File: config.mk
export PLATFORM = sky130hd
export DESIGN_NAME = alu_operand_stage
export DESIGN_NICKNAME = d
export VERILOG_FILES = /design/src/rtl/alu_pkg.sv /design/src/rtl/alu_operand_stage_load_reg.sv /design/src/rtl/alu_operand_stage.sv
export SDC_FILE = /design/constraint.sdc
export NUM_CORES = 1
export LEC_CHECK = 0
export BUFFER_PORTS_ARGS = -buffer_cell sky130_fd_sc_hd__buf_2
export CORE_ASPECT_RATIO = 1.25
export CORE_MARGIN = 2
export CORE_UTILIZATION = 48
export CTS_BUF_LIST = sky130_fd_sc_hd__clkbuf_16
export CTS_CLUSTER_DIAMETER = 100
export DETAILED_ROUTE_END_ITERATION = 6
export PLACE_DENSITY = 0.92
export RECOVER_POWER = 50
export SETUP_SLACK_MARGIN = 0.3
export SKIP_LAST_GASP = 1
export SLEW_MARGIN = 5
export SYNTH_ARGS = -nofsm -noshare
export SYNTH_HDL_FRONTEND = slang
export SYNTH_SLANG_ARGS = --single-unit
File: constraint.sdc
create_clock -name clk -period 2.2 [get_ports clk]
set_input_delay 0.22 -clock clk [delete_from_list [all_inputs] [get_ports clk]]
set_output_delay 0.22 -clock clk [all_outputs]
set_load 0.01 [all_outputs]
File: src/rtl/alu_pkg.sv
// ---------------------------------------------------------------------------
// alu_pkg
// Shared definitions for the ALU operand stage.
//   ALU_WIDTH          default datapath width
//   flags_t            latched status flags (carry, zero, optional overflow)
//   FLAG_*_BIT         bit positions of each flag inside flags_t, for microcode
// Configuration macro: ALU_OVERFLOW_FLAG_EN adds the signed overflow flag.
// ---------------------------------------------------------------------------
package alu_pkg;

    localparam int ALU_WIDTH = 8;

`ifdef ALU_OVERFLOW_FLAG_EN
    typedef struct packed {
        logic overflow;
        logic carry;
        logic zero;
    } flags_t;

    localparam int FLAG_OVERFLOW_BIT = 2;
`else
    typedef struct packed {
        logic carry;
        logic zero;
    } flags_t;
`endif

    localparam int FLAG_CARRY_BIT = 1;
    localparam int FLAG_ZERO_BIT  = 0;

endpackage

File: src/rtl/alu_operand_stage_load_reg.sv
// ---------------------------------------------------------------------------
// load_reg
// WIDTH-bit register with synchronous active-high reset and load enable.
// Ports:
//   clk     rising-edge clock
//   rst     synchronous reset, clears the register, wins over load_i
//   load_i  capture d_i at the next edge
//   d_i     data to load
//   q_o     registered value
// ---------------------------------------------------------------------------
module load_reg #(
    parameter int WIDTH = 8
) (
    input  logic             clk,
    input  logic             rst,
    input  logic             load_i,
    input  logic [WIDTH-1:0] d_i,
    output logic [WIDTH-1:0] q_o
);

    logic [WIDTH-1:0] data_q;
    logic [WIDTH-1:0] data_d;

    always_comb begin
        data_d = data_q;
        if (load_i) begin
            data_d = d_i;
        end
    end

    always_ff @(posedge clk) begin
        if (rst) begin
            data_q <= '0;
        end else begin
            data_q <= data_d;
        end
    end

    assign q_o = data_q;

endmodule

File: src/rtl/alu_operand_stage.sv
// ---------------------------------------------------------------------------
// alu_operand_stage
// Register stage around the external adder/subtractor: A and B operand
// registers, latched flags, and the A / sum drivers onto the shared bus.
// Ports:
//   clk, rst        clock and synchronous active-high reset
//   bus_in          shared-bus value (load source for A and B)
//   a_in, b_in      load A / B from bus_in
//   a_out, e_out    drive A / ALU result onto the bus
//   sub_in          subtract select, passed straight through on sub
//   f_in            latch flags
//   alu_out         result returned by the parent's ALU
//   a_q, b_q, sub   operands and mode to the ALU
//   bus_out, bus_oe bus drive value and enable
//   carry_flag, zero_flag  latched flags
//   contention_err  sticky: A and sum drivers enabled together
//   overflow_flag   latched signed overflow (only with ALU_OVERFLOW_FLAG_EN)
// Configuration macro: ALU_OVERFLOW_FLAG_EN.
// ---------------------------------------------------------------------------
module alu_operand_stage
    import alu_pkg::*;
#(
    parameter int WIDTH = ALU_WIDTH
) (
    input  logic             clk,
    input  logic             rst,
    input  logic [WIDTH-1:0] bus_in,
    input  logic             a_in,
    input  logic             a_out,
    input  logic             b_in,
    input  logic             e_out,
    input  logic             sub_in,
    input  logic             f_in,
    input  logic [WIDTH-1:0] alu_out,
    output logic [WIDTH-1:0] a_q,
    output logic [WIDTH-1:0] b_q,
    output logic             sub,
    output logic [WIDTH-1:0] bus_out,
    output logic             bus_oe,
    output logic             carry_flag,
    output logic             zero_flag,
    output logic             contention_err
`ifdef ALU_OVERFLOW_FLAG_EN
    ,
    output logic             overflow_flag
`endif
);

    logic [WIDTH-1:0] b_eff;
    logic             carry;
    flags_t           flags_q;
    flags_t           flags_d;
    logic             contention_q;
    logic             contention_d;

    load_reg #(.WIDTH(WIDTH)) u_a_reg (
        .clk    (clk),
        .rst    (rst),
        .load_i (a_in),
        .d_i    (bus_in),
        .q_o    (a_q)
    );

    load_reg #(.WIDTH(WIDTH)) u_b_reg (
        .clk    (clk),
        .rst    (rst),
        .load_i (b_in),
        .d_i    (bus_in),
        .q_o    (b_q)
    );

    assign sub   = sub_in;
    assign b_eff = b_q ^ {WIDTH{sub_in}};

    // Carry is recomputed locally from the operand registers (subtract is
    // A + ~B + 1, so carry=1 means no borrow); only the top bit is kept.
    assign carry = 1'(({1'b0, a_q} + {1'b0, b_eff} + {{WIDTH{1'b0}}, sub_in}) >> WIDTH);

    // Flags sample the pre-edge operands, so a simultaneous load of A/B
    // does not affect the flags latched on the same edge.
    always_comb begin
        flags_d = flags_q;
        if (f_in) begin
            flags_d.carry = carry;
            // Zero comes from the returned result, not the local sum.
            flags_d.zero  = (alu_out == '0);
`ifdef ALU_OVERFLOW_FLAG_EN
            flags_d.overflow = (a_q[WIDTH-1] == b_eff[WIDTH-1]) &&
                               (alu_out[WIDTH-1] != a_q[WIDTH-1]);
`endif
        end
    end

    assign contention_d = contention_q | (a_out & e_out);

    always_ff @(posedge clk) begin
        if (rst) begin
            flags_q      <= '0;
            contention_q <= 1'b0;
        end else begin
            flags_q      <= flags_d;
            contention_q <= contention_d;
        end
    end

    // Both drivers requested: enable stays high but drive zero, so the bus
    // carries a defined value while the error is flagged.
    always_comb begin
        bus_out = '0;
        bus_oe  = 1'b0;
        unique case ({a_out, e_out})
            2'b10: begin
                bus_out = a_q;
                bus_oe  = 1'b1;
            end
            2'b01: begin
                bus_out = alu_out;
                bus_oe  = 1'b1;
            end
            2'b11: begin
                bus_oe  = 1'b1;
            end
            default: begin
                bus_oe  = 1'b0;
            end
        endcase
    end

    assign carry_flag     = flags_q.carry;
    assign zero_flag      = flags_q.zero;
    assign contention_err = contention_q;
`ifdef ALU_OVERFLOW_FLAG_EN
    assign overflow_flag  = flags_q.overflow;
`endif

endmodule
==> results of run 1 <==
[per-layer routing]
| metal | GRT usage | vias to the layer above | wire length [um] |
|---|---|---|---|
| met5 | 0 | - | 0 |
| met4 | 0.07347 | 0 | 42 |
| met3 | 0.03481 | 7 | 192 |
| met2 | 0.4087 | 43 | 1432 |
| met1 | 0.3010 | 477 | 1189 |
| li1 | - | 504 | - |
[report_power, final]
part           internal [mW]  switching (mW)  leakage [nW]
Clock                  0.243           0.126        0.0409
Combinational         0.0861           0.101         0.545
Sequential             0.365          0.0212         0.157
Total                  0.694           0.248         0.743
[state kept, by name (all words and copies together), names as in the netlist]
signal	cells
u_a_reg.q_o	8
u_b_reg.q_o	8
carry_flag	1
contention_err	1
zero_flag	1
[cell families (layout without fill, tap and decap cells)]
group | after synthesis | count (layout)
buf+inv | 12 | 60
simple gates | 38 | 38
compound gates | 14 | 14
mux | 17 | 17
fa+ha+maj | 11 | 11
flops | 19 | 19
xor+xnor | 7 | 7
[cell type report]
cell class	instances	share of cell area
Multi-Input combinational cell	87	0.4566
Sequential cell	19	0.2695
Timing Repair Buffer	52	0.1791
Clock buffer	3	0.05319
Tap cell	31	0.02748
Inverter	4	0.01064
Clock inverter	1	0.003546
[Yosys cell counts]
master / number
nand2b_1: 1
buf_4: 1
dfxtp_1: 19
nor2b_1: 8
nor4_1: 2
nor2_1: 20
o21ai_1: 1
nand2_1: 1
ha_1: 11
mux2i_1: 17
o22ai_1: 1
inv_1: 4
buf_2: 4
nand4_1: 1
clkbuf_1: 2
a21oi_1: 4
a22oi_1: 8
xor2_1: 7
buf_6: 1
nand3_1: 4
and4b_1: 1
[path summary, 6_finish.rpt]
path	endpoint	slack (ns)	cells past startpoint
setup / recovery	carry_flag	0.73	7
hold reg to reg	contention_err	0.47	2
hold / removal	u_b_reg.q_o[0]	0.23	3
setup reg to reg	carry_flag	0.75	6
[metrics by stage]
stage | util | worst slack, ns | hold WS [ns]
finish | 0.6524 | 0.7285 | 0.2305
global route | 0.6524 | 0.6831 | 0.2562
CTS | 0.6559 | 0.7540 | 0.2315
detailed placement | 0.6189 | 0.6937 | 0.4593
global placement | 0.6189 | 0.8291 | 0.4492
floorplan | - | 0.9015 | 0.3672
[critical path, cell delays in order]
cell and delay (ns):
clkbuf_1 0.41, xor2_1 0.23, ha_1 0.27, a21oi_1 0.14
o22ai_1 0.10, o21ai_1 0.15, a21oi_1 0.08
==> impl_metrics.toml, run 1 <==
[worst_setup_path]
crit_path_start_kind = "primary input"
cp.required_ns = 2.34
r2r-start = "u_b_reg.q_o[2]"
crit_start = "sub_in"
path_max_fanout = 9
crit_type = "primary input to flip-flop"
worst_ep_arrival_time_ns = 1.61
crit_path_end_kind = "flip-flop"

[yosys]
yosysSeqAreaShare = 0.3502
syn_inst = 118
ys_types = 21
synth_simple_gate_area_share = 0.1694
synth-xor-area-share = 0.05645
synth_largest_area_cell = "dfxtp_1"
synth_top_area_share = 0.3502
syn_nets = 153
synthMuxAreaShare = 0.1567
synth_top_family_by_area = "simple AND/OR/NAND/NOR gates"
ys_ff_latch = 19
synth.cell_area_sq_um = 1086
yosys_warnings = 0
syn_avg_cell_area_sq_um = 9.204
synthTopCellsByArea = "dfxtp_1 (35%), mux2i_1 (16%), ha_1 (13%)"
synth_compound_area_frac = 0.08410
synthAdderAreaFrac = 0.1267

[drt]
post_drt_via_cell_ratio = 5.234
routedWlPerCell_um = 14.50
drt_wl_total_mm = 2.857
drc = 0
drt_iter0_drc = 19
vias = 1031
drt_pre_antenna_iters = 4
drtAntennaViolNets = 0

[finish]
final-seq-area_sq_um = 380.4
fin_cells = 197
stdcell_area_sq_um = 1411
antenna_cells = 0
area_growth_pct = 29.95
multiInputGateArea_sq_um = 644.4
most-common-layout-cells = "buf_2 (46), nor2_1 (20), dfxtp_1 (19), mux2i_1 (17), ha_1 (11)"
n_fill_cell = 190
finalNetCount = 202
final_common_cell = "buf_2"
drive_gt1_frac = 0.3012

[hold_path]
hold_class = "primary input to flip-flop"
worstHoldStart = "bus_in[0]"

[power_and_ir_drop]
power_leakage_nw = 0.7428
power.density_nw_per_um2 = 667.9
power_uw = 942.6
vdd.ir_drop.worst_mv = 0.4953

[timing]
final.setup.tns_ns = 0
setup_viol = 0
rsz0062_at_grt = "false"
hold_viol_final = 0
slew_violations = 0
clock.fmax_mhz = 679.6
relSlewSlack = 0.6432
worst_pin_slew_ns = 0.5352
final.min_clock_period_ns = 1.471
finalCritPeriodShare = 0.6688
skew_ns = 0.001308

[global_routing]
grt_max_degree = 20
grt_overflow_total = 0
grt_pass1_vias = 1048
grt_use_total = 0.2396
antenna_found_initial = 0
grt_pass1_wl_mm = 4.671

[clock_tree]
ctsResizeCount = 0
cts_tree = "done"
worstSkewPairLatency_ns = 0.25
cts_hold_buf = 0
clk_pin_slew_ns = 0.05
cts.sinks = 19
cts_max_level = 1
cts_setup_buffers = 0
clockBufferDepth = 2
root_buffer = "clkbuf_16"
numCtsBuffers = 3

[floorplanning]
die_h_um = 57.18
fp.dieW_um = 46.55
core_sq_um = 2163
io_pins = 53
initial_core_util = 0.5020
dieArea_sq_um = 2661
rows = 19

[place]
port_buffers = 52
dp.cells = 193
gp_congestion = 0.8181
hpwl_mm = 2.194
post_dp_cell_area_sq_um = 1339

[run_status]
status = "finished, final reports clean"

[run]
cap_violations = 0
No activity file was read; power rests on OpenSTA's default activity.
==> run 2, diff against run 1 <==
- ABC_AREA: default -> 1
- CORE_UTILIZATION: 48 -> 45
- PLACE_DENSITY: 0.92 -> 0.88
- clock period: 2.2 -> 1.5 ns (I/O delays scaled with it)
==> run 2 against run 1 <==
  * Sequential power up 49%
  * Die area grew 4.5%
  * Critical path depth down 1
  * Combinational power is 65% higher
  * Worst hold slack worse by 0.15 ns
==> impl_metrics.toml, run 2 <==
[drt]
drtAntennaViolNets = 0
drc = 0
drt_wl_total_mm = 2.753
post_drt_via_cell_ratio = 4.944
drt_iter0_drc = 30
drt_pre_antenna_iters = 4
vias = 1157
routedWlPerCell_um = 11.76

[place]
hpwl_mm = 2.065
port_buffers = 52
gp_congestion = 0.7155
dp.cells = 228

[finish]
area_growth_pct = 37.28
finalNetCount = 239
fin_cells = 234
drive_gt1_frac = 0.3202
final_common_cell = "buf_2"
antenna_cells = 0
post-route-util = 0.6557
most-common-layout-cells = "buf_2 (48), nor2_1 (32), nand2_1 (26), o21ai_0 (18), dfxtp_1 (17)"

[floorplanning]
die_h_um = 58.45
io_pins = 53
rows = 19
initial_core_util = 0.4776
dieArea_sq_um = 2780
core_sq_um = 2235
fp.dieW_um = 47.56

[global_routing]
grt_pass1_wl_mm = 4.140
grt_pass1_vias = 1007
grt_use_total = 0.2012
grt_max_degree = 19
grt_overflow_total = 0
antenna_found_initial = 0

[worst_setup_path]
r2r_slack_ns = 0.18
crit_path_end_kind = "flip-flop"
crit_type = "flip-flop to flip-flop"
path_max_fanout = 3
r2r-end = "carry_flag"
cp-endpoint = "carry_flag"
crit_path_start_kind = "flip-flop"
crit_start = "u_b_reg.q_o[7]"
worst_ep_arrival_time_ns = 1.46
r2r-start = "u_b_reg.q_o[7]"
r2r_cells = 6
cp.required_ns = 1.63

[power_and_ir_drop]
intPower_mw = 1.026
seqPwrFrac = 0.407
power.density_nw_per_um2 = 962.5
vdd.ir_drop.worst_mv = 0.8132
power_switching_uw = 383.9
power_frac_comb = 0.219
power_leakage_nw = 0.7612
switching_share = 0.2722
power_frac_clock = 0.374

[clock_tree]
clk_pin_slew_ns = 0.05
numCtsBuffers = 3
worstSkewPairLatency_ns = 0.25
cts_tree = "done"
clockBufferDepth = 2
root_buffer = "clkbuf_16"
cts_hold_buf = 0
cts_max_level = 1
cts.sinks = 19

[yosys]
yosysSeqAreaShare = 0.3564
ys_types = 16
synth_common_cells = "nor2_1 (32), nand2_1 (26), dfxtp_1 (19), o21ai_0 (19), a21oi_1 (14)"
yosys_warnings = 0
synth_largest_area_cell = "dfxtp_1"
yosys.cell_count.top_type = "nor2_1"
synth.cell_area_sq_um = 1067
syn_inst = 150
syn_nets = 185
synth-main-ff-cell = "dfxtp_1"
async_flop_share = 0
ys_ff_latch = 19
synthTopCellsByArea = "dfxtp_1 (36%), ha_1 (13%), nor2_1 (11%)"
syn_avg_cell_area_sq_um = 7.115
synth_top_area_share = 0.3564
synth-edff-count = 0

[hold_path]
hold_class = "primary input to flip-flop"
worstHoldStart = "rst"

[timing]
clock.fmax_mhz = 755.6
relSlewSlack = 0.7017
hold_viol_final = 0
final.min_clock_period_ns = 1.323
rsz0062_at_grt = "true"
finalCritPeriodShare = 0.8823
setup_viol = 0
whs_ns = 0.07666
slew_violations = 0
worst_pin_slew_ns = 0.4470
final.setup.tns_ns = 0
skew_ns = 0.0004750

[run_status]
status = "finished, final reports clean"

[run]
cap_violations = 0
[run 2: changes by cell type after synthesis, sizes merged, moves of 2 or more]
cell,delta
a22oi,-8
inv,+7
clkinv,+2
nor2,+12
nor2b,-8
o21ai,+18
nand3,-3
nand2,+25
mux2i,-17
buf,-4
a21oi,+11
[run 2: what timing repair did]
item                                    in CTS  in global routing
endpoints found under the setup margin       2                  5
hold endpoints to repair                     0                  0
pin swaps                                    7                  5
setup buffers                                1                  1
gates resized for setup                      3                  9
[run 2: logic make-up after synthesis]
group | Yosys count | share of synthesized area
and+or+nand+nor | 61 | 0.2204
AOI/OAI and AO/OA | 34 | 0.1630
DFF | 19 | 0.3564
buffers and inverters | 18 | 0.07386
adders and majority gates | 11 | 0.1290
xor gates and xnor gates | 7 | 0.05745
[run 2: per-stage QoR]
stage	cell area [sq um]	power, mW	setup slack, ns
4_1_cts	1433	1.404	0.2124
6_report	1465	1.410	0.1766
2_1_floorplan	1070	0.7471	0.2579
3_3_place_gp	1339	0.8551	0.1860
5_1_grt	1465	1.488	0.1231
3_5_place_dp	1339	0.8664	0.1480
[run 2: worst min path at each step]
stage	end	slack, ns	cells past startpoint
2_1_floorplan	contention_err	0.22	1
3_3_place_gp	contention_err	0.33	2
3_5_place_dp	contention_err	0.33	2
4_1_cts	contention_err	0.07	2
5_1_grt	contention_err	0.07	2
6_report	contention_err	0.08	2
[run 2: layout make-up]
type                    instances  area (sq um)
fillers                       214         769.5
clock buffers                   3         75.07
repair buffers                 54         270.3
flip-flops and latches         19         382.9
well taps                      31         38.79
multi-input cells             113         645.6
inverters                      13         48.80
clock inverters                 1         3.754
[run 2: layer usage]
layer  vias up  GRT usage  part of all wire
met3         6    0.02147             0.068
li1        591          -                 -
met5         -          0                 0
met2        54     0.3745              0.51
met4         0    0.08108             0.018
met1       506     0.2184              0.40
[run 2: power by group through the flow]
stage	Sequential, mW	Combinational, mW	Clock (mW)
final	0.574	0.308	0.528
after CTS	0.574	0.295	0.536
after global routing	0.579	0.341	0.569
after detailed placement	0.583	0.283	0
after floorplan	0.594	0.153	0
after global placement	0.582	0.273	0
[run 2: worst max-delay path, cell delays in order, from the launching register on]
cell and delay [ns]:
dfxtp_1 0.32, xor2_1 0.16, ha_1 0.33, a21oi_2 0.13
o21ai_1 0.08, nor2_1 0.13, a21oi_2 0.06
==> run 3, diff against run 2 <==
- ABC_AREA: 1 -> default
- CAP_MARGIN: default -> 10
- PLACE_DENSITY: 0.88 -> 0.87
==> run 3 against run 2 <==
  * Cell area decreased by 0.43%
  * Non-clock buffer count shrank 2
  * Fmax is 3.3% lower
  * Worst hold slack better by 0.074 ns
  * Power down 0.28%
  * Sequential share of layout area decreased by 0.059 points
  * Largest power group unchanged
  * Highest routed layer unchanged
==> impl_metrics.toml, run 3 (synthesis results as in run 1) <==
[global_routing]
grt_max_degree = 20
grt_pass1_wl_mm = 3.960
antenna_found_initial = 0
grt_pass1_vias = 989
grt_overflow_total = 0
grt_use_total = 0.1994

[run_status]
status = "finished, final reports clean"

[finish]
antenna_cells = 0
most-common-layout-cells = "buf_2 (46), nor2_1 (20), dfxtp_1 (19), mux2i_1 (17)"
area_growth_pct = 34.33
finalNetCount = 202
drive_gt1_frac = 0.3313
post-route-util = 0.6529
final_common_cell = "buf_2"

[drt]
wl_met2_mm = 1.440
routedWlPerCell_um = 14.28
wl_met3_um = 185
drt_iter0_drc = 17
vias = 1042
post_drt_via_cell_ratio = 5.289
drc = 0
highest_layer = "met4"
wl_met1_mm = 1.104
drt_pre_antenna_iters = 4
drtAntennaViolNets = 0
drt_wl_total_mm = 2.813

[worst_setup_path]
worst_ep_arrival_time_ns = 1.51
r2r-start = "u_b_reg.q_o[7]"
crit_path_end_kind = "flip-flop"
cp.required_ns = 1.64
path_max_fanout = 3
crit_start = "u_b_reg.q_o[7]"
crit_path_start_kind = "flip-flop"
crit_type = "flip-flop to flip-flop"

[floorplanning]
initial_core_util = 0.4860
rows = 19
core_sq_um = 2235
dieArea_sq_um = 2825
die_h_um = 58.93
io_pins = 53
fp.dieW_um = 47.94

[place]
gp_congestion = 0.7900
post-place-ws_ns = 0.1340
port_buffers = 52
hpwl_mm = 2.101

[clock_tree]
worstSkewPairLatency_ns = 0.25
clockBufferDepth = 2
numCtsBuffers = 3
cts.sinks = 19
cts_tree = "done"
cts_max_level = 1
root_buffer = "clkbuf_16"
cts_setup_buffers = 0
clk_pin_slew_ns = 0.06

[timing]
final.min_clock_period_ns = 1.369
clock.fmax_mhz = 730.7
worst_pin_slew_ns = 0.5317
relSlewSlack = 0.6455
slew_violations = 0
final.setup.tns_ns = 0
skew_ns = 0.003125
rsz0062_at_grt = "true"
hold_viol_final = 0
setup_viol = 0
worst_slack_ns = 0.1315
whs_ns = 0.1506
finalCritPeriodShare = 0.9123

[hold_path]
worstHoldStart = "bus_in[3]"
hold_class = "primary input to flip-flop"

[power_and_ir_drop]
power.density_nw_per_um2 = 963.9
vdd.ir_drop.worst_mv = 0.7546
power_leakage_nw = 0.7386

[run]
cap_violations = 0
==> run 3: layer usage <==
metal / up-vias / global-route usage
met5: - / 0
met2: 46 / 0.3619
met4: 0 / 0.1429
li1: 503 / -
met3: 7 / 0.02454
met1: 486 / 0.1905
==> run 3: critical path: stages (launching register included) <==
cell and delay [ns]:
dfxtp_1 0.33, xor2_1 0.17, ha_1 0.35, a21oi_2 0.15
and4b_1 0.20, a21oi_1 0.06
==> run 3: final timing paths <==
path / depth (start not counted) / end / slack [ns]
worst max-delay path: 5 / carry_flag / 0.13
worst min-delay path: 3 / u_b_reg.q_o[3] / 0.15
worst min register to register: 2 / contention_err / 0.48
worst max register to register: 5 / carry_flag / 0.13
==> run 3: report_power, final <==
part / total (mW) / leakage, nW / internal, mW / switching [mW]
clock network: 0.552 / 0.0371 / 0.360 / 0.192
registers: 0.565 / 0.157 / 0.535 / 0.0301
logic: 0.289 / 0.545 / 0.135 / 0.154
==> run 3: cell type report <==
class / count / area [sq um]
Multi-Input combinational cell: 87 / 689.4
Fill cell: 200 / 775.7
Sequential cell: 19 / 380.4
Clock inverter: 1 / 7.507
Tap cell: 31 / 38.79
Inverter: 4 / 15.01
Clock buffer: 3 / 75.07
Timing Repair Buffer: 52 / 252.7
==> run 3: what timing repair did <==
action | in CTS | in global routing
cloned | 0 | 0
endpoints found under the setup margin | 1 | 9
hold buffers | 0 | 0
pin swaps | 1 | 0
resized for setup | 1 | 10
==> run 3: through the flow <==
step	power, mW	cells	instance area [sq um]
after floorplan	0.7431	118	1091
after global routing	1.462	197	1459
final	1.406	197	1459
after detailed placement	0.8476	193	1344
after CTS	1.403	197	1430
after global placement	0.8335	193	1344
